===== src/rtl/btn_pkg.sv =====
// ---------------------------------------------------------------------------
// btn_pkg
// Shared definitions for the push-button conditioning path:
//   - rpt_state_e : auto-repeat FSM state encoding
//   - DEFAULT_*   : timing constants expressed in 25 MHz clock cycles
//   - cnt_width   : bits needed to hold a count from 0 up to max_val
//   - max_int     : larger of two integers (used to size the shared repeat counter)
// ---------------------------------------------------------------------------
package btn_pkg;

  typedef enum logic [1:0] {
    IDLE   = 2'd0,
    DELAY  = 2'd1,
    REPEAT = 2'd2
  } rpt_state_e;

  // 10 ms debounce, 500 ms first repeat, 100 ms repeat period at 25 MHz
  localparam int DEFAULT_DEBOUNCE_CYCLES = 250000;
  localparam int DEFAULT_REPEAT_DELAY    = 12500000;
  localparam int DEFAULT_REPEAT_PERIOD   = 2500000;

  function automatic int cnt_width(input int max_val);
    return $clog2(max_val + 1);
  endfunction

  function automatic int max_int(input int a, input int b);
    return (a > b) ? a : b;
  endfunction

endpackage


===== src/rtl/btn_channel.sv =====
// ---------------------------------------------------------------------------
// btn_channel
// One button: two-flop synchroniser, stable-count debouncer and auto-repeat
// FSM. All outputs are registered and change on the same edge as level_o.
// Ports:
//   clk       : system clock
//   rst_n     : asynchronous active-low reset, clears every flop
//   raw_i     : raw asynchronous button level (active high)
//   level_o   : debounced level
//   press_o   : one-cycle strobe on debounced rise
//   release_o : one-cycle strobe on debounced fall
//   repeat_o  : strobe at press, then at each auto-repeat point while held
// ---------------------------------------------------------------------------
module btn_channel
  import btn_pkg::*;
#(
  parameter int DEBOUNCE_CYCLES = DEFAULT_DEBOUNCE_CYCLES,
  parameter int REPEAT_DELAY    = DEFAULT_REPEAT_DELAY,
  parameter int REPEAT_PERIOD   = DEFAULT_REPEAT_PERIOD
) (
  input  logic clk,
  input  logic rst_n,
  input  logic raw_i,
  output logic level_o,
  output logic press_o,
  output logic release_o,
  output logic repeat_o
);

  localparam int DEB_W = cnt_width(DEBOUNCE_CYCLES);
  localparam int RPT_W = cnt_width(max_int(REPEAT_DELAY, REPEAT_PERIOD));

  localparam logic [DEB_W-1:0] DEB_LAST    = DEB_W'(DEBOUNCE_CYCLES - 1);
  localparam logic [RPT_W-1:0] DELAY_LAST  = RPT_W'(REPEAT_DELAY - 1);
  localparam logic [RPT_W-1:0] PERIOD_LAST = RPT_W'(REPEAT_PERIOD - 1);

  logic             meta_q;
  logic             sync_q;
  logic [DEB_W-1:0] deb_cnt_q, deb_cnt_d;
  logic             level_q, level_d;
  logic             press_q, press_d;
  logic             release_q, release_d;
  logic             repeat_q, repeat_d;
  rpt_state_e       state_q, state_d;
  logic [RPT_W-1:0] rpt_cnt_q, rpt_cnt_d;

  logic rise, fall;

  // Debounce: count consecutive cycles where the synchronised input disagrees
  // with the accepted level; any agreement restarts the count.
  always_comb begin
    deb_cnt_d = deb_cnt_q;
    level_d   = level_q;
    if (sync_q == level_q) begin
      deb_cnt_d = '0;
    end else if (deb_cnt_q == DEB_LAST) begin
      level_d   = sync_q;
      deb_cnt_d = '0;
    end else begin
      deb_cnt_d = deb_cnt_q + 1'b1;
    end
  end

  // Edge events are taken from the level update itself so the strobes land
  // on exactly the edge where level_q changes.
  assign rise      = level_d & ~level_q;
  assign fall      = ~level_d & level_q;
  assign press_d   = rise;
  assign release_d = fall;

  // Auto-repeat FSM. A fall always wins over a terminal count in the same
  // cycle, so no repeat strobe accompanies a release.
  always_comb begin
    state_d   = state_q;
    rpt_cnt_d = rpt_cnt_q;
    repeat_d  = 1'b0;
    case (state_q)
      IDLE: begin
        rpt_cnt_d = '0;
        if (rise) begin
          state_d  = DELAY;
          repeat_d = 1'b1;
        end
      end
      DELAY: begin
        if (fall) begin
          state_d   = IDLE;
          rpt_cnt_d = '0;
        end else if (rpt_cnt_q == DELAY_LAST) begin
          state_d   = REPEAT;
          rpt_cnt_d = '0;
          repeat_d  = 1'b1;
        end else begin
          rpt_cnt_d = rpt_cnt_q + 1'b1;
        end
      end
      REPEAT: begin
        if (fall) begin
          state_d   = IDLE;
          rpt_cnt_d = '0;
        end else if (rpt_cnt_q == PERIOD_LAST) begin
          rpt_cnt_d = '0;
          repeat_d  = 1'b1;
        end else begin
          rpt_cnt_d = rpt_cnt_q + 1'b1;
        end
      end
      default: begin
        state_d   = IDLE;
        rpt_cnt_d = '0;
      end
    endcase
  end

  always_ff @(posedge clk or negedge rst_n) begin
    if (!rst_n) begin
      meta_q    <= 1'b0;
      sync_q    <= 1'b0;
      deb_cnt_q <= '0;
      level_q   <= 1'b0;
      press_q   <= 1'b0;
      release_q <= 1'b0;
      repeat_q  <= 1'b0;
      state_q   <= IDLE;
      rpt_cnt_q <= '0;
    end else begin
      meta_q    <= raw_i;
      sync_q    <= meta_q;
      deb_cnt_q <= deb_cnt_d;
      level_q   <= level_d;
      press_q   <= press_d;
      release_q <= release_d;
      repeat_q  <= repeat_d;
      state_q   <= state_d;
      rpt_cnt_q <= rpt_cnt_d;
    end
  end

  assign level_o   = level_q;
  assign press_o   = press_q;
  assign release_o = release_q;
  assign repeat_o  = repeat_q;

endmodule


===== src/rtl/btn_conditioner.sv =====
// ---------------------------------------------------------------------------
// btn_conditioner
// Conditions NUM_BTNS raw push-button inputs for the game core: each bit is
// synchronised, debounced and given press/release/auto-repeat strobes by an
// independent btn_channel.
// Ports:
//   CLK_25MHZ   : system clock
//   RESET_N     : asynchronous active-low reset
//   BTN_RAW     : raw asynchronous button levels (active high)
//   BTN_LEVEL   : debounced levels
//   BTN_PRESS   : one-cycle strobe per debounced rise
//   BTN_RELEASE : one-cycle strobe per debounced fall
//   BTN_REPEAT  : strobe at press and at each auto-repeat point while held
// ---------------------------------------------------------------------------
module btn_conditioner
  import btn_pkg::*;
#(
  parameter int NUM_BTNS        = 2,
  parameter int DEBOUNCE_CYCLES = DEFAULT_DEBOUNCE_CYCLES,
  parameter int REPEAT_DELAY    = DEFAULT_REPEAT_DELAY,
  parameter int REPEAT_PERIOD   = DEFAULT_REPEAT_PERIOD
) (
  input  logic                CLK_25MHZ,
  input  logic                RESET_N,
  input  logic [NUM_BTNS-1:0] BTN_RAW,
  output logic [NUM_BTNS-1:0] BTN_LEVEL,
  output logic [NUM_BTNS-1:0] BTN_PRESS,
  output logic [NUM_BTNS-1:0] BTN_RELEASE,
  output logic [NUM_BTNS-1:0] BTN_REPEAT
);

  genvar gi;
  generate
    for (gi = 0; gi < NUM_BTNS; gi++) begin : g_chan
      btn_channel #(
        .DEBOUNCE_CYCLES(DEBOUNCE_CYCLES),
        .REPEAT_DELAY   (REPEAT_DELAY),
        .REPEAT_PERIOD  (REPEAT_PERIOD)
      ) u_chan (
        .clk      (CLK_25MHZ),
        .rst_n    (RESET_N),
        .raw_i    (BTN_RAW[gi]),
        .level_o  (BTN_LEVEL[gi]),
        .press_o  (BTN_PRESS[gi]),
        .release_o(BTN_RELEASE[gi]),
        .repeat_o (BTN_REPEAT[gi])
      );
    end
  endgenerate

endmodule


===== config.mk =====
export PLATFORM = sky130hd
export DESIGN_NAME = btn_conditioner
export DESIGN_NICKNAME = d
export VERILOG_FILES = /design/src/rtl/btn_pkg.sv /design/src/rtl/btn_channel.sv /design/src/rtl/btn_conditioner.sv
export SDC_FILE = /design/constraint.sdc
export NUM_CORES = 1
export LEC_CHECK = 0
export CAP_MARGIN = 20
export CORE_UTILIZATION = 30
export CTS_BUF_LIST = sky130_fd_sc_hd__clkbuf_8 sky130_fd_sc_hd__clkbuf_16
export DETAILED_ROUTE_END_ITERATION = 8
export DONT_BUFFER_PORTS = 1
export GPL_TIMING_DRIVEN = 0
export PLACE_DENSITY = 0.5
export REMOVE_ABC_BUFFERS = 1
export SLEW_MARGIN = 20
export SYNTH_ARGS = -nofsm -noshare
export SYNTH_HDL_FRONTEND = slang
export SYNTH_SLANG_ARGS = --single-unit

===== constraint.sdc =====
create_clock -name CLK_25MHZ -period 2.96 [get_ports CLK_25MHZ]
set_input_delay 0.444 -clock CLK_25MHZ [delete_from_list [all_inputs] [get_ports CLK_25MHZ]]
set_output_delay 0.444 -clock CLK_25MHZ [all_outputs]
set_load 0.05 [all_outputs]

* Word-level counts from Yosys, hierarchy flattened
Index checks and enable logic that the tools add are counted.
** Word-level totals
- Flip-flop bits (word level) :: 100
- Input port bits :: 4
- Output and inout port bits :: 8
- Word-level logic and storage cells :: 92
** Cells by class
- $add $sub $neg :: 4
- Equality and inequality tests :: 18
- Mux-type cells :: 40
- Bitwise operators :: 8
- Reductions and logical operators :: 4
** Operators by type and width (number)
- $mux W24 :: 8
- $pmux W24 S2 :: 2
- $mux W18 :: 4
- $add A24 B1 Y24 const B :: 2
- $eq A24 B22 Y1 const B :: 2
- $eq A24 B24 Y1 const B :: 2
- $add A18 B1 Y18 const B :: 2
- $eq A18 B18 Y1 const B :: 2
- $mux W2 :: 8
- $mux W1 :: 14
- $pmux W2 S3 :: 2
- $ne A2 B1 Y1 const B :: 4
- $ne A3 B1 Y1 const B :: 2
- $pmux W1 S3 :: 2
- $reduce_and A3 Y1 :: 2
- $and A1 B1 Y1 :: 4
- $eq A2 B1 Y1 const B :: 2
- $eq A2 B2 Y1 const B :: 2
- $logic_not A2 Y1 :: 2
- $not A1 Y1 :: 4
- $eq A1 B1 Y1 :: 2

* Logic depth before layout (Yosys ltp)
Gate-level depths: netlist of the first run.
- Depth in word-level cells :: 7
- Mapped depth :: 8
- Depth with buffers taken out :: 7

* Modules after synthesis
Synthesis of the first run repeated with hierarchy kept, for this count alone.
** Second synthesis, totals
- Cells, all modules :: 514
- Area, all modules :: 5099.9 µm²
** By module, submodules not included
- btn_channel :: times used 2, cells each 257, area an instance 2549.9 µm², seq. area each 1251.2 µm²

* Worst setup path after synthesis of the first run
OpenSTA, ideal clock, no wires.
- Path type :: register to register
- Start :: reg g_chan[1].u_chan.deb_cnt_q[0]
- End :: reg g_chan[1].u_chan.rpt_cnt_q[7]
- Library setup time :: 0.119 ns
- Arrival :: 1.896 ns
- Data required time :: 2.841 ns
- Path slack :: 0.945 ns
- Cell stages (with the launch flop) :: 8
- Buffers on the path :: 1
- Period minus slack after synthesis :: 2.015 ns
- Cell sequence :: dfrtp_1 ha_1 nand3_2 or4_4 or3_4 o211ai_4 buf_6 nor2_1
** Between the ends
- Cells in the longest elaborated chain, start to end :: 7
- Elaborated cells between the ends (all ways) :: 8
- Those cells by class :: 1 x eq/ne; 5 x mux; 2 x bitwise
** Ends and longest elaborated chain
- start, declared :: RTL line btn_channel.sv:39 : logic [DEB_W-1:0] deb_cnt_q, deb_cnt_d;
- start signal, assigned :: RTL line btn_channel.sv:129 : deb_cnt_q <= deb_cnt_d;
- $eq A18 B18 Y1 * :: RTL line btn_channel.sv:56 : end else if (deb_cnt_q == DEB_LAST) begin
- $mux W1 * :: RTL line btn_channel.sv:56
- $mux W1 * :: RTL line btn_channel.sv:54 : if (sync_q == level_q) begin
- $not A1 Y1 * :: RTL line btn_channel.sv:67 : assign fall = ~level_d & level_q;
- $and A1 B1 Y1 * :: RTL line btn_channel.sv:67
- $mux W24 (on tied branches) :: RTL line btn_channel.sv:98, btn_channel.sv:86
- $pmux W24 S2 * :: RTL line btn_channel.sv:77 : case (state_q)
- named net g_chan[1].u_chan.rpt_cnt_d[7] :: RTL line btn_channel.sv:45 : logic [RPT_W-1:0] rpt_cnt_q, rpt_cnt_d;
- end signal, assigned :: RTL line btn_channel.sv:135 : rpt_cnt_q <= rpt_cnt_d;
- end, declared :: RTL line btn_channel.sv:45
Mark *: on every way through the listed nets, which the timed path passes. The rest lies on a longest branch.
A chain may end at the register's enable or synchronous reset.

* Worst setup path after layout of the first run
- Start :: reg g_chan[0].u_chan.rpt_cnt_q[14]
- End :: reg g_chan[0].u_chan.rpt_cnt_q[23]
** Between the ends
- Cells in the longest elaborated chain, start to end :: 4
- Elaborated cells between the ends (all ways) :: 8
- Those cells by class :: 1 x add/sub; 2 x eq/ne; 5 x mux
** Ends and longest elaborated chain (RTL line)
- start, declared :: btn_channel.sv:45
- start signal, assigned :: btn_channel.sv:135
- $add A24 B1 Y24, or another cell as far along :: btn_channel.sv:94, btn_channel.sv:105
- $mux W24 (on tied branches) :: btn_channel.sv:101, btn_channel.sv:89
- $mux W24 (on tied branches) :: btn_channel.sv:98, btn_channel.sv:86
- $pmux W24 S2 * :: btn_channel.sv:77
- named net g_chan[0].u_chan.rpt_cnt_d[23] :: btn_channel.sv:45
Marked as above.

==> key figures, run 1 <==
Routing
  • Via count: 3,589
  • WL final: 9680 µm
  • Post-route ant nets: 0
  • WL/cell: 13.0 µm
  • Iteration count of the initial detailed-routing pass: 4
  • Drt drc: 0
  • Via/cell ratio: 4.83
  • Initial DRC Count: 223

Layout
  • ANT cells: 0
  • Fill cells: 1,718
  • Share of cells above drive strength 1: 5.54%
  • Area delta synth->final: 10.2%
  • Final Instance Count excl. Fillers: 743
  • Cell area after layout: 5620 µm²
  • Final net count: 534
  • Register area: 2500 µm²
  • Area occupied by multi-input gates: 2410 µm²

Logic synthesis
  • Post-Synthesis Cell Area: 5100 µm²
  • Seq/Total Area, Yosys: 49.0%
  • Syn Inst Count: 523
  • Yosys top cell by area: dfrtp_1
  • FFs w/ async S/R, synth: 100%
  • Post-synthesis register bit count: 100
  • Synth area leaders: dfrtp_1 49%, nor2_1 8.0%, xnor2_1 7.2%
  • Synth Area per Inst: 9.76 µm²
  • Number of flops mapped to enable cells by yosys: 0
  • Synth Flop Type: dfrtp_1
  • YS warnings: 0
  • Netlist cell types: 53
  • Synth top area share: 49.0%

Worst setup path
  • Critical path class: flop to flop
  • Crit end category: flop
  • Critical R2R Launch: g_chan[0].u_chan.rpt_cnt_q[14]$_DFF_PN0_
  • R2R cell count: 5
  • Reg2reg end: g_chan[0].u_chan.rpt_cnt_q[23]$_DFF_PN0_
  • Crit start category: flop
  • Req. time, crit path: 3.15 ns
  • Data arrival, critical path: 2.60 ns
  • Reg2Reg Setup Slack: 0.55 ns
  • CP Max Fanout: 24

Clocking
  • Clock transition at path regs: 0.07 ns
  • Post-CTS sizing: 0
  • H-tree depth: 3
  • CTS tree: done
  • Longest Clk Path Bufs: 2
  • Cts bufs inserted: 9
  • Clock insertion delay at the later pin of the skew report: 0.35 ns
  • Postcts setup bufs: 0
  • Clock sink count: 100
  • Hold-fix buffers, CTS: 1
  • Root Driver: clkbuf_16

Timing
  • TNS Setup: 0 ns
  • Tcrit/Tclk final: 81.5%
  • Pin slew with the least headroom to its limit: 1.05 ns
  • Final-report hold violation count: 0
  • Worst Clk Skew: 0.00774 ns
  • Final setup viols: 0
  • Slew HR: 29.8%
  • Final setup margin: 0.547 ns
  • Max-slew violation count: 0
  • RSZ-0062 raised after global routing: no
  • Final Critical Period: 2.41 ns
  • Fmax: 0.415 GHz

Floorplan
  • Core ar.: 16,600 µm²
  • Chip height: 132 µm
  • # IOs: 12
  • Die area: 17,500 µm²
  • Chip width: 132 µm
  • Initial core utilization: 30.8%
  • Core Rows: 47

Global route
  • Initial antenna violation count: 0
  • GRT Util Overall: 12.0%
  • Total grt overflow: 0
  • Vias in the first global route: 3,535
  • First-pass GRT wire length: 17,000 µm
  • Pin count of the biggest net entering global routing: 101

Worst hold path
  • Hold crit path type: input pin to async pin

Status
  • Status: finished clean

Run
  • Maximum Capacitance Violations: 0

Placed design
  • HPWL Detailed: 6450 µm
  • # placed instances: 726
  • I/O Buffers: 0
  • Place WS: 0.519 ns
  • Post-Place Cell Area: 5260 µm²
  • Gpl congestion: 0.800

Power and ir drop
  • Power Total: 0.00274 W
  • Pwr dens: 488 nW/µm²
  • Lkg Pwr: 2.16 nW
  • VDD IR-drop max: 240 µV
## through the flow
stage	utilization [%]	hold WS (ns)
3_5_place_dp	31.7	0.152
5_1_grt	33.9	0.0345
3_3_place_gp	31.7	0.152
4_1_cts	33.9	0.0333
2_1_floorplan	-	0.148
6_report	33.9	0.000119
## cell usage after synthesis (5+ instances only)
master / count
xor2_1: 34
nor4_1: 15
and3_1: 10
nor2_1: 109
inv_1: 20
xnor2_1: 42
buf_4: 9
dfrtp_1: 100
ha_1: 12
nand4_1: 20
nand3_1: 36
a21oi_1: 5
nor4b_1: 5
and4_1: 9
nor3_1: 12
nand2_1: 34
## per-layer routing
layer  track usage (%)  share of wire, %
met5                 0                 0
met2              18.5                47
met3              2.57               2.3
met1              15.9                49
met4              5.56               2.0
## power by group
part | leakage (nW) | internal, W | switching, W
registers | 1.38 | 0.00137 | 0.00000965
clock network | 0.160 | 0.000755 | 0.000548
logic | 0.619 | 0.0000121 | 0.0000415
total | 2.16 | 0.00214 | 0.000600
## cell type report
cell class	instances	share of cell area, %
flip-flops and latches	100	44.5
multi-input cells	386	42.9
repair buffers	1	0.490
clock inverters	7	1.91
well taps	220	4.90
inverters	20	1.34
clock buffers	9	4.01
## how the worst max path moves through the flow
stage | end | slack, ns | startpoint | cells past startpoint
final | g_chan[0].u_chan.rpt_cnt_q[23]$_DFF_PN0_ | 0.55 | g_chan[0].u_chan.rpt_cnt_q[14]$_DFF_PN0_ | 5
after detailed placement | g_chan[0].u_chan.rpt_cnt_q[9]$_DFF_PN0_ | 0.52 | g_chan[0].u_chan.rpt_cnt_q[14]$_DFF_PN0_ | 5
after CTS | g_chan[0].u_chan.rpt_cnt_q[9]$_DFF_PN0_ | 0.49 | g_chan[0].u_chan.rpt_cnt_q[14]$_DFF_PN0_ | 5
after global routing | g_chan[0].u_chan.rpt_cnt_q[22]$_DFF_PN0_ | 0.34 | g_chan[0].u_chan.rpt_cnt_q[14]$_DFF_PN0_ | 5
after global placement | g_chan[0].u_chan.rpt_cnt_q[11]$_DFF_PN0_ | 0.57 | g_chan[0].u_chan.rpt_cnt_q[16]$_DFF_PN0_ | 5
after floorplan | g_chan[1].u_chan.rpt_cnt_q[10]$_DFF_PN0_ | 0.94 | g_chan[1].u_chan.deb_cnt_q[0]$_DFF_PN0_ | 6
## logic make-up after synthesis
logic type / after synthesis / share of synthesized area (%)
and+or+nand+nor: 271 / 26.8
DFF: 100 / 49.0
xor gates and xnor gates: 76 / 13.0
buffers and inverters: 37 / 3.75
AOI/OAI and AO/OA: 25 / 4.02
adders and majority gates: 12 / 2.94
muxes: 2 / 0.441
## critical path: stages (launching register included)
cell      delay [ns]
dfrtp_1         0.43
nor4bb_1        0.48
nand3_1         0.18
o21a_1          0.22
o211ai_2        0.81
nor2_1          0.13
## flip-flops by register name, indices dropped and copies added (netlist names)
name                     cells
g_chan.u_chan.rpt_cnt_q     48
g_chan.u_chan.deb_cnt_q     36
g_chan.u_chan.state_q        4
g_chan.u_chan.level_o        2
g_chan.u_chan.meta_q         2
g_chan.u_chan.press_o        2
g_chan.u_chan.release_o      2
g_chan.u_chan.repeat_o       2
g_chan.u_chan.sync_q         2
## placed cells by master (no fill, tap or decap), drive strengths merged, types with 10 or more instances in the layout
cell / count
and3: 10
dfrtp: 100
ha: 12
inv: 22
nand2: 35
nand3: 37
nand4: 20
nor2: 109
nor3: 12
nor4: 16
xnor2: 42
xor2: 34
(Power assumes the default switching activity.)
==> inputs of run 2 (changes only) <==
==> constraint.sdc (replaced) <==
create_clock -name CLK_25MHZ -period 2.26 [get_ports CLK_25MHZ]
set_input_delay 0.339 -clock CLK_25MHZ [delete_from_list [all_inputs] [get_ports CLK_25MHZ]]
set_output_delay 0.339 -clock CLK_25MHZ [all_outputs]
set_load 0.05 [all_outputs]
==> run 2 against run 1 <==
The run now ends with negative hold slack left. Wire length grew 5.2%. Register-to-register slack lost 0.46 ns. Final cell count grew 0.67%. Worst setup slack lost 0.46 ns. Fmax grew 11%. Cell area grew 1.6%. Combinational power shrank 36%. Critical path type unchanged. Critical endpoint is now g_chan[1].u_chan.rpt_cnt_q[9]$_DFF_PN0_. Largest cell class unchanged. Largest power group unchanged. Highest routed layer unchanged.
==> key figures, run 2 (synthesis results as in run 1) <==
Clocking
  • Cts bufs inserted: 9 (unchanged)
  • Clock insertion delay at the later pin of the skew report: 0.36 ns (was 0.35 ns)
  • Clock sink count: 100 (unchanged)
  • Root Driver: clkbuf_16 (unchanged)
  • H-tree depth: 3 (unchanged)
  • Clock transition at path regs: 0.07 ns (about the same)
  • Longest Clk Path Bufs: 2 (unchanged)
  • Hold-fix buffers, CTS: 2 (was 1)
  • CTS tree: done (unchanged)

Worst setup path
  • CP Max Fanout: 12 (was 24)
  • R2R cell count: 7 (was 5)
  • Reg2Reg Setup Slack: 0.09 ns (was 0.55 ns)
  • Critical R2R Launch: g_chan[1].u_chan.deb_cnt_q[0]$_DFF_PN0_ (was g_chan[0].u_chan.rpt_cnt_q[14]$_DFF_PN0_)
  • Crit end category: flop (unchanged)
  • Req. time, crit path: 2.50 ns (was 3.15 ns)
  • Crit start category: flop (unchanged)
  • Worst setup path start: g_chan[1].u_chan.deb_cnt_q[0]$_DFF_PN0_ (was g_chan[0].u_chan.rpt_cnt_q[14]$_DFF_PN0_)
  • Data arrival, critical path: 2.41 ns (was 2.60 ns)
  • Reg2reg end: g_chan[1].u_chan.rpt_cnt_q[9]$_DFF_PN0_ (was g_chan[0].u_chan.rpt_cnt_q[23]$_DFF_PN0_)
  • Crit path capture: g_chan[1].u_chan.rpt_cnt_q[9]$_DFF_PN0_ (was g_chan[0].u_chan.rpt_cnt_q[23]$_DFF_PN0_)
  • Critical path class: flop to flop (unchanged)

Layout
  • Number of flip-flops in the largest register: 48 (unchanged)
  • Final net count: 539 (was 534)
  • Most common cell after layout, fill and taps aside: nor2_1 (unchanged)
  • Area delta synth->final: 12.0% (was 10.2%)
  • Fill cells: 1,709 (was 1,718)
  • Largest Register: g_chan.u_chan.rpt_cnt_q (unchanged)
  • Most frequent cells in the layout: 109 x nor2_1, 100 x dfrtp_1, 42 x xnor2_1 (unchanged)
  • ANT cells: 0 (unchanged)
  • Share of cells above drive strength 1: 6.44% (was 5.54%)
  • Largest regs: g_chan.u_chan.rpt_cnt_q: 48 flops, g_chan.u_chan.deb_cnt_q: 36 flops, g_chan.u_chan.state_q: 4 flops (unchanged)

Routing
  • Iteration count of the initial detailed-routing pass: 6 (was 4)
  • Via count: 3,638 (was 3,589)
  • Drt drc: 0 (unchanged)
  • Initial DRC Count: 202 (was 223)
  • WL/cell: 13.6 µm (was 13.0 µm)
  • Post-route ant nets: 0 (unchanged)
  • WL final: 10,200 µm (was 9680 µm)
  • Via/cell ratio: 4.86 (was 4.83)

Status
  • Status: complete, but fails checks (was finished clean)
  • Failing checks: negative hold slack

Global route
  • First-pass GRT wire length: 17,300 µm (was 17,000 µm)
  • Pin count of the biggest net entering global routing: 101 (unchanged)
  • Total grt overflow: 0 (unchanged)
  • Initial antenna violation count: 0 (unchanged)
  • Vias in the first global route: 3,540 (was 3,535)
  • GRT Util Overall: 12.3% (was 12.0%)

Power and ir drop
  • Power share of the sequential group: 51.0% (was 50.5%)
  • Combinational Power Share: 1.0% (was 2.0%)
  • Internal power: 0.00280 W (was 0.00214 W)
  • Clk pwr share: 48.1% (was 47.6%)
  • VDD IR-drop max: 315 µV (was 240 µV)
  • Switching share of power: 21.2% (was 21.9%)
  • Pwr dens: 622 nW/µm² (was 488 nW/µm²)
  • Lkg Pwr: 2.18 nW (was 2.16 nW)
  • Net switching power figure: 0.000753 W (was 0.000600 W)

Floorplan
  • Core Rows: 47 (unchanged)
  • Core ar.: 16,600 µm² (unchanged)
  • # IOs: 12 (unchanged)
  • Die area: 17,500 µm² (unchanged)
  • Chip width: 132 µm (unchanged)
  • Chip height: 132 µm (unchanged)
  • Initial core utilization: 30.8% (unchanged)

Timing
  • Fmax: 0.461 GHz (was 0.415 GHz)
  • Worst Clk Skew: 0.00827 ns (was 0.00774 ns)
  • Final setup viols: 0 (unchanged)
  • RSZ-0062 raised after global routing: no (unchanged)
  • Final setup margin: 0.0893 ns (was 0.547 ns)
  • TNS Setup: 0 ns (unchanged)
  • Pin slew with the least headroom to its limit: 0.843 ns (was 1.05 ns)
  • Final Critical Period: 2.17 ns (was 2.41 ns)
  • Max-slew violation count: 0 (unchanged)
  • Tcrit/Tclk final: 96.0% (was 81.5%)
  • Final-report hold violation count: 100 (was 0)
  • Min Hold Slack: -0.325 ns (was 0.000119 ns)
  • Slew HR: 43.3% (was 29.8%)

Placed design
  • Gpl congestion: 0.800 (unchanged)
  • I/O Buffers: 0 (unchanged)
  • Place WS: -0.181 ns (was 0.519 ns)
  • HPWL Detailed: 6450 µm (unchanged)

Run
  • Maximum Capacitance Violations: 0 (unchanged)

Worst hold path
  • Hold crit path type: input pin to async pin (unchanged)
==> run 2: cell count changes in the layout (fill, tap and decap cells not counted), sizes merged <==
| cell | before | now |
|---|---|---|
| buf | 1 | 2 |
| dlygate4sd3 | 0 | 2 |
| o211ai | 4 | 6 |
==> run 2: layout make-up <==
class | count | area (µm²) | area share, %
flip-flops and latches | 100 | 2500 | 43.8
multi-input cells | 388 | 2470 | 43.2
well taps | 220 | 275 | 4.82
clock buffers | 9 | 225 | 3.94
clock inverters | 7 | 108 | 1.88
inverters | 20 | 75.1 | 1.31
repair buffers | 4 | 60.1 | 1.05
==> run 2: worst min path at each step <==
stage / slack, ns / depth (start not counted) / startpoint / endpoint
after floorplan: 0.04 / 0 / RESET_N / g_chan[0].u_chan.deb_cnt_q[0]$_DFF_PN0_
after CTS: -0.35 / 0 / RESET_N / g_chan[0].u_chan.state_q[0]$_DFFE_PN0P_
after global placement: 0.05 / 0 / RESET_N / g_chan[0].u_chan.rpt_cnt_q[14]$_DFF_PN0_
after detailed placement: 0.05 / 0 / RESET_N / g_chan[0].u_chan.rpt_cnt_q[19]$_DFF_PN0_
after global routing: -0.35 / 0 / RESET_N / g_chan[0].u_chan.state_q[1]$_DFFE_PN0P_
final: -0.32 / 0 / RESET_N / g_chan[0].u_chan.rpt_cnt_q[19]$_DFF_PN0_
==> run 2: power groups by stage <==
stage          Sequential (W)  Combinational (W)  Clock (W)
2_1_floorplan         0.00184          0.0000245          0
3_3_place_gp          0.00185          0.0000308          0
3_5_place_dp          0.00185          0.0000318          0
4_1_cts               0.00181          0.0000350    0.00177
5_1_grt               0.00181          0.0000396    0.00184
6_report              0.00181          0.0000345    0.00171
==> run 2: metal layers <==
layer  wire (µm)  vias to the layer above  track usage, %
met5           0                        -               0
li1            -                     1800               -
met1        5090                     1782            16.3
met3         229                       15            2.57
met2        4670                       41            19.2
met4         197                        0            5.56
==> run 2: timing repair <==
item,CTS,global route
pin swaps,0,2
resized for setup,2,3
buffers inserted,0,2
gates cloned,1,1
hold endpoints to repair,102,100
setup endpoints to repair,48,49
==> run 2: worst max-delay path, cell delays in order (launching register included) <==
cell and delay [ns]:
dfrtp_1 0.41, ha_2 0.24, nand3_2 0.10, or4_4 0.53, or3_4 0.45, o211ai_4 0.11, buf_12 0.16, nor2_1 0.05
==> run 2: per-stage QoR <==
step	total power, W	hold WS, ns	instances	utilization (%)	cell area (µm²)
floorplan	0.00187	0.0434	506	-	4990
global placement	0.00188	0.0467	726	31.7	5260
detailed placement	0.00188	0.0474	726	31.7	5260
CTS	0.00362	-0.346	745	34.0	5650
global route	0.00370	-0.352	748	34.5	5710
finish	0.00356	-0.325	748	34.5	5710
